==> config.mk <==
export PLATFORM = sky130hd
export DESIGN_NAME = div_unit
export DESIGN_NICKNAME = d
export VERILOG_FILES = /design/src/rtl/div_pkg.sv /design/src/rtl/div_step.sv /design/src/rtl/div_unit.sv
export SDC_FILE = /design/constraint.sdc
export NUM_CORES = 1
export LEC_CHECK = 0
export CAP_MARGIN = 20
export CORE_UTILIZATION = 35
export DETAILED_ROUTE_END_ITERATION = 8
export PLACE_DENSITY = 0.54
export SLEW_MARGIN = 20
export SYNTH_ARGS = -nofsm -noshare
export SYNTH_HDL_FRONTEND = slang
export SYNTH_SLANG_ARGS = --single-unit
==> constraint.sdc <==
create_clock -name clk -period 6.7 [get_ports clk]
set_input_delay 1.34 -clock clk [delete_from_list [all_inputs] [get_ports clk]]
set_output_delay 1.34 -clock clk [all_outputs]
set_load 0.005 [all_outputs]
==> src/rtl/div_pkg.sv <==
// Shared definitions for the iterative divider: funct3 encodings,
// FSM state encoding, iteration count and a conditional negate helper.
package div_pkg;

    localparam logic [1:0] OP_DIV  = 2'b00;
    localparam logic [1:0] OP_DIVU = 2'b01;
    localparam logic [1:0] OP_REM  = 2'b10;
    localparam logic [1:0] OP_REMU = 2'b11;

    localparam int ITERS = 32;
    localparam int CNT_W = $clog2(ITERS);

    typedef enum logic [1:0] {
        S_IDLE = 2'd0,
        S_CALC = 2'd1,
        S_DONE = 2'd2
    } state_t;

    // Two's-complement negate when n is set.
    function automatic logic [31:0] cond_neg(input logic [31:0] v, input logic n);
        return n ? (~v + 32'd1) : v;
    endfunction

endpackage

==> src/rtl/div_step.sv <==
// One restoring-division iteration. prem is the 33-bit shifted partial
// remainder ({rem, next dividend bit}); the quotient bit is set when the
// divisor fits, in which case the subtracted value becomes the new remainder.
// Since the incoming remainder is always below the divisor, the result
// always fits in 32 bits.
module div_step (
    input  logic [32:0] prem,
    input  logic [31:0] divisor,
    output logic [31:0] prem_next,
    output logic        q_bit
);

    // Compare-and-subtract; the 32-bit wrap is exact whenever q_bit is set.
    always_comb begin
        q_bit     = prem[32] | (prem[31:0] >= divisor);
        prem_next = q_bit ? (prem[31:0] - divisor) : prem[31:0];
    end

endmodule

==> src/rtl/div_unit.sv <==
// Iterative 32-bit divider (DIV/DIVU/REM/REMU), one quotient bit per cycle.
// Optional macro DIV_EARLY_OUT_EN: divide-by-zero and signed overflow skip
// the iteration and finish one cycle after the start is accepted.
module div_unit
    import div_pkg::*;
(
    input  logic        clk,
    input  logic        reset,
    input  logic        start,
    input  logic        flush,
    input  logic [31:0] a,
    input  logic [31:0] b,
    input  logic [1:0]  funct3,
    output logic        busy,
    output logic        done,
    output logic [31:0] y
);

    state_t state, nxt;

    logic [31:0]      dvd;       // dividend magnitude, shifted out MSB-first, quotient shifted in
    logic [31:0]      dsr;       // divisor magnitude
    logic [31:0]      prem;      // partial remainder
    logic [CNT_W-1:0] cnt;
    logic             is_rem;
    logic             neg_quo;
    logic             neg_rem;
    logic             spec;      // divide-by-zero or signed overflow
    logic [31:0]      spec_res;

    // Operand decode at the request boundary
    logic        in_signed, a_neg, b_neg, in_div0, in_ovf, in_special;
    logic [31:0] in_spec_res;
    logic        last;

    logic [32:0] shifted;
    logic [31:0] prem_next;
    logic        q_bit;
    logic [31:0] fin_res;

    // Sign handling and special-case detection for incoming operands
    always_comb begin
        in_signed   = (funct3 == OP_DIV) || (funct3 == OP_REM);
        a_neg       = in_signed & a[31];
        b_neg       = in_signed & b[31];
        in_div0     = (b == 32'd0);
        in_ovf      = in_signed && (a == 32'h8000_0000) && (b == 32'hFFFF_FFFF);
        in_special  = in_div0 | in_ovf;
        if (in_div0)
            in_spec_res = funct3[1] ? a : 32'hFFFF_FFFF;
        else
            in_spec_res = funct3[1] ? 32'd0 : 32'h8000_0000;
    end

    div_step u_step (
        .prem      (shifted),
        .divisor   (dsr),
        .prem_next (prem_next),
        .q_bit     (q_bit)
    );

    // Iteration datapath and final sign fix-up
    always_comb begin
        shifted = {prem, dvd[31]};
        last    = (cnt == CNT_W'(ITERS - 1));
        fin_res = is_rem ? cond_neg(prem_next, neg_rem)
                         : cond_neg({dvd[30:0], q_bit}, neg_quo);
    end

    // State register
    always_ff @(posedge clk) begin
        if (reset) state <= S_IDLE;
        else       state <= nxt;
    end

    // Next-state logic; flush overrides everything but reset
    always_comb begin
        nxt = state;
        case (state)
            S_IDLE: if (start) begin
`ifdef DIV_EARLY_OUT_EN
                nxt = in_special ? S_DONE : S_CALC;
`else
                nxt = S_CALC;
`endif
            end
            S_CALC: if (last) nxt = S_DONE;
            S_DONE: nxt = S_IDLE;
            default: nxt = S_IDLE;
        endcase
        if (flush) nxt = S_IDLE;
    end

    // Status outputs decoded from state; done is unaffected by a same-cycle flush
    always_comb begin
        busy = (state != S_IDLE);
        done = (state == S_DONE);
    end

    // Operand capture, iteration and result register; flush freezes everything
    always_ff @(posedge clk) begin
        if (reset) begin
            dvd      <= '0;
            dsr      <= '0;
            prem     <= '0;
            cnt      <= '0;
            is_rem   <= 1'b0;
            neg_quo  <= 1'b0;
            neg_rem  <= 1'b0;
            spec     <= 1'b0;
            spec_res <= '0;
            y        <= '0;
        end else if (!flush) begin
            if (state == S_IDLE && start) begin
                dvd      <= cond_neg(a, a_neg);
                dsr      <= cond_neg(b, b_neg);
                prem     <= '0;
                cnt      <= '0;
                is_rem   <= funct3[1];
                neg_quo  <= a_neg ^ b_neg;
                neg_rem  <= a_neg;
                spec     <= in_special;
                spec_res <= in_spec_res;
`ifdef DIV_EARLY_OUT_EN
                if (in_special) y <= in_spec_res;
`endif
            end else if (state == S_CALC) begin
                dvd  <= {dvd[30:0], q_bit};
                prem <= prem_next;
                cnt  <= cnt + 1'b1;
                if (last) y <= spec ? spec_res : fin_res;
            end
        end
    end

endmodule

==> results.md <==
Synth:
- Synthesis inferred 171 register bits.
- The post-synthesis net count is 1787.
- Of all flip-flops after synthesis, the portion carrying an async set or reset was 0%.
- The Yosys step of the flow raised 0 warnings.
- The post-synthesis instance area is 0.0122 mm^2.
- The post-synthesis average cell area is 7.28 um^2.
- The post-synthesis cell type count is 71.
- After synthesis, flip-flops and latches occupy 28.0% of the total area.
- The flip-flop cell with the highest count after synthesis is sky130_fd_sc_hd__dfxtp_1.
- The cell count after synthesis came out at 1677.
- In this run, synthesis inferred 0 flip-flops with an integrated enable.

STA:
- The final max-slew violation count is 0.
- The ratio of final minimum period to clock period is 73.2%.
- Setup violations remaining at the end of the flow were counted as 0.
- The maximum clock rate is 204 MHz.
- The number of failing hold endpoints at the final stage was 0.
- Across the routed clock network, the largest skew measured is 0.0162 ns.
- The minimum period implied by the final worst setup slack is 4.91 ns.
- For the pin with the worst max-slew slack, the measured transition is 1.07 ns.
- The tightest slew margin relative to the limit is 28.5%.
- Setup total negative slack on the finished layout was measured at 0 ns.
- Setup repair after global routing left no endpoint under its margin.

Clock network:
- The number of buffers created by CTS is 17.
- Buffers inserted to repair hold after CTS numbered 0.
- The CTS H-tree depth is 4.
- TritonCTS built the clock tree.
- The number of gates resized after cts is 0.
- The root buffer cell chosen for the clock tree is sky130_fd_sc_hd__clkbuf_16.
- The clock insertion delay at the later pin of the skew report is 0.45 ns.
- The CTS clock-pin slew for the worst setup and hold paths is 0.07 ns.
- In this run the deepest clock path goes through 2 buffers.
- Counting every sink on the clock net gives 171.
- After clock tree synthesis, the setup repair step added 0 buffers.

Place:
- The placed instances occupy a cell area of 0.0135 mm^2.
- The wire-length estimate of the detail-placed layout is 30600 um.
- During placement, the flow inserted port buffers numbering 103.
- The weighted congestion reported at the end of routability-driven placement is 0.902.

Layout:
- The post-route netlist has 4.37% of its cells at a drive strength greater than 1.
- Fill cells in the final layout number 3612.
- The cell area after layout is 0.0141 mm^2.
- The area growth from synthesis to layout is 15.8%.
- The post-layout net count is 1815.
- The final core utilization is 41.0%.
- The number of antenna diodes is 0.
- The library cells used most frequently in the layout, excluding fill and tap cells, are sky130_fd_sc_hd__nor2_1, sky130_fd_sc_hd__dfxtp_1, sky130_fd_sc_hd__nand2_1, sky130_fd_sc_hd__a21oi_1, sky130_fd_sc_hd__o21ai_0.
- The library cell used most frequently in the layout, excluding fill and tap cells, is sky130_fd_sc_hd__nor2_1.

Pwr:
- Net switching is 32.2% of the power.
- IR analysis of the VDD net gives a maximum drop of 0.175 mV.
- The share of total power dissipated in combinational logic is 23.2%.
- The total power is 2750 uW.
- For this design the total switching power over the nets is 887 uW.
- Of the total power, the clock network draws 37.6%.
- The internal power is 1860 uW.
- The share of total power in sequential cells is 39.2%.
- The total power density per cell area is 195 mW/mm^2.
- The static leakage power is 0.00511 uW.

Worst setup path:
- The register-to-register path setup slack is 1.79 ns.
- The type of element capturing the critical path is a flip-flop.
- In this run the critical register-to-register path is captured at y[29]$_SDFFE_PP0P_.
- The critical path data arrival time is 5.24 ns.
- In this run the worst path has a maximum fanout of 46.
- The most critical setup path has its startpoint at dvd[31]$_SDFFE_PP0P_.
- The critical path class is flip-flop to flip-flop.
- The capture point of the worst path is y[29]$_SDFFE_PP0P_.
- The number of cells on the worst reg-to-reg path is 16.
- STA classifies the critical path startpoint as a flip-flop.
- The worst register-to-register path begins at dvd[31]$_SDFFE_PP0P_.
- At the worst endpoint, the required time is 7.04 ns.

Floorplan:
- The floorplan step set the die width to 189 um.
- The die covers 0.0356 mm^2.
- The floorplan step set the die height to 189 um.
- The placeable core region is 0.0345 mm^2.
- During I/O placement, the number of pins put on the boundary was 104.
- The cell row count is 68.
- Once the floorplan was initialized, standard cells occupied 35.4% of the core.

Global route:
- The global-route wire length before repair is 65300 um.
- Global routing consumed, over all layers together, 23.3% of the routing resources.
- Entering global routing, the biggest net connects 83 pins.
- The number of antenna violations at the first check in global routing is 0.
- The remaining global-route overflow is 0.
- The number of global-route vias before repair is 11571.

Hold path:
- The worst hold path belongs to the class flip-flop to flip-flop.

Detailed routing:
- The detailed-route DRC error count is 0.
- The number of iterations in the first detailed-routing pass is 5.
- The routed wire length per instance is 19.0 um.
- The number of DRC markers after the initial detailed-route iteration is 899.
- Using the TritonRoute via totals, the vias-per-cell ratio works out to 5.62.
- Once detail routing completed, the nets flagged for antenna violations numbered 0.
- The post-detailed-routing wire length is 41300 um.
- The routed layout has 12210 vias.

Status:
- The run finished with clean final reports.

Job:
- The number of maximum-capacitance violations is 0.
-- synthesized netlist by cell type, types with 9 or more instances --
cell type	count	share of area (%)
sky130_fd_sc_hd__nand2_1	153	4.7
sky130_fd_sc_hd__buf_1	9	0.28
sky130_fd_sc_hd__o31ai_1	28	1.7
sky130_fd_sc_hd__or3_1	23	1.2
sky130_fd_sc_hd__o211ai_1	20	1.2
sky130_fd_sc_hd__xnor2_1	64	4.6
sky130_fd_sc_hd__nand2b_1	15	0.77
sky130_fd_sc_hd__o21ai_0	114	4.7
sky130_fd_sc_hd__dfxtp_1	171	28
sky130_fd_sc_hd__a211o_1	12	0.86
sky130_fd_sc_hd__and3_1	13	0.67
sky130_fd_sc_hd__nor3_1	47	1.9
sky130_fd_sc_hd__ha_1	39	4.0
sky130_fd_sc_hd__a211oi_1	78	4.8
sky130_fd_sc_hd__nand3_1	21	0.86
sky130_fd_sc_hd__clkbuf_1	93	2.9
sky130_fd_sc_hd__inv_1	54	1.7
sky130_fd_sc_hd__xor2_1	66	4.7
sky130_fd_sc_hd__nor2b_1	39	2.0
sky130_fd_sc_hd__o41ai_1	13	0.93
sky130_fd_sc_hd__a21o_1	22	1.4
sky130_fd_sc_hd__a21oi_1	151	6.2
sky130_fd_sc_hd__nor4_1	14	0.72
sky130_fd_sc_hd__nand4_1	18	0.92
sky130_fd_sc_hd__mux2i_1	16	1.3
sky130_fd_sc_hd__and2_1	9	0.46
sky130_fd_sc_hd__nor2_1	225	6.9
sky130_fd_sc_hd__a31oi_1	33	1.7
-- power by group through the flow --
stage / Sequential (uW) / Clock [uW] / Combinational, uW
3_3_place_gp: 1100 / 0 / 629
2_1_floorplan: 1090 / 0 / 433
5_1_grt: 1080 / 1100 / 703
4_1_cts: 1080 / 1060 / 635
6_report: 1080 / 1030 / 640
3_5_place_dp: 1100 / 0 / 631
-- logic make-up (layout without fill, tap and decap cells) --
kind of cell    Yosys count  in the layout  share of synthesized area, %
mux                      21             21                          1.77
fa+ha+maj                40             40                          4.16
flops                   171            171                          28.0
xor+xnor                130            130                          9.33
buf+inv                 165            206                          5.16
simple gates            612            612                          23.3
compound gates          538            538                          28.2
-- stage by stage --
stage               setup slack, ns  hold slack [ns]  instances
finish                         1.79            0.449       2173
global route                   1.40            0.478       2173
CTS                            1.85            0.453       2173
detailed placement             1.68            0.438       2141
global placement               1.74            0.428       2141
floorplan                      2.06            0.416       1677
-- final cells by class --
| cell class | count | area [um^2] | share of cell area (%) |
|---|---|---|---|
| clock inverter | 12 | 139 | 0.982 |
| multi-input combinational | 1341 | 8180 | 57.9 |
| inverter | 56 | 213 | 1.50 |
| clock buffer | 20 | 467 | 3.30 |
| timing repair buffer | 118 | 1140 | 8.07 |
| tap | 455 | 569 | 4.03 |
| sequential | 171 | 3430 | 24.2 |
-- registers in the layout, summed over array words and instances, names as in the netlist --
| name | count |
|---|---|
| spec_res | 32 |
| prem | 32 |
| dsr | 32 |
| y | 32 |
| is_rem | 1 |
| spec | 1 |
| state | 2 |
| neg_rem | 1 |
| cnt | 5 |
| neg_quo | 1 |
| dvd | 32 |
-- critical path, cell delays in order (launching register included) --
cell,delay [ns]
sky130_fd_sc_hd__dfxtp_1,0.37
sky130_fd_sc_hd__inv_1,0.07
sky130_fd_sc_hd__ha_1,0.22
sky130_fd_sc_hd__fa_1,0.41
sky130_fd_sc_hd__nor2b_1,0.25
sky130_fd_sc_hd__o31ai_1,0.16
sky130_fd_sc_hd__a211o_1,0.37
sky130_fd_sc_hd__a31o_1,0.30
sky130_fd_sc_hd__a21oi_4,0.19
sky130_fd_sc_hd__inv_4,0.20
sky130_fd_sc_hd__o41ai_1,0.51
sky130_fd_sc_hd__o21ai_1,0.22
sky130_fd_sc_hd__or3_1,0.56
sky130_fd_sc_hd__o31ai_4,0.29
sky130_fd_sc_hd__xnor2_1,0.10
sky130_fd_sc_hd__a221o_1,0.34
sky130_fd_sc_hd__a22o_1,0.22
-- how the worst min path moves through the flow --
stage | start | to | slack [ns] | cells after the start
2_1_floorplan | spec_res[10]$_SDFFE_PP0P_ | spec_res[10]$_SDFFE_PP0P_ | 0.42 | 2
3_3_place_gp | spec_res[26]$_SDFFE_PP0P_ | spec_res[26]$_SDFFE_PP0P_ | 0.43 | 2
3_5_place_dp | spec_res[27]$_SDFFE_PP0P_ | spec_res[27]$_SDFFE_PP0P_ | 0.44 | 2
4_1_cts | spec_res[27]$_SDFFE_PP0P_ | spec_res[27]$_SDFFE_PP0P_ | 0.45 | 2
5_1_grt | spec_res[28]$_SDFFE_PP0P_ | spec_res[28]$_SDFFE_PP0P_ | 0.48 | 2
6_report | spec_res[27]$_SDFFE_PP0P_ | spec_res[27]$_SDFFE_PP0P_ | 0.45 | 2
-- metal layers --
metal | vias to the layer above | global-route usage [%] | part of all wire (%) | wire (um)
li1 | 6088 | - | - | -
met1 | 5759 | 32.8 | 49 | 20000
met2 | 325 | 37.6 | 45 | 18700
met3 | 38 | 2.76 | 4.3 | 1770
met4 | 0 | 5.96 | 1.8 | 736
met5 | - | 0 | 0 | 0
Note: power is estimated with default switching activity, not from simulation.
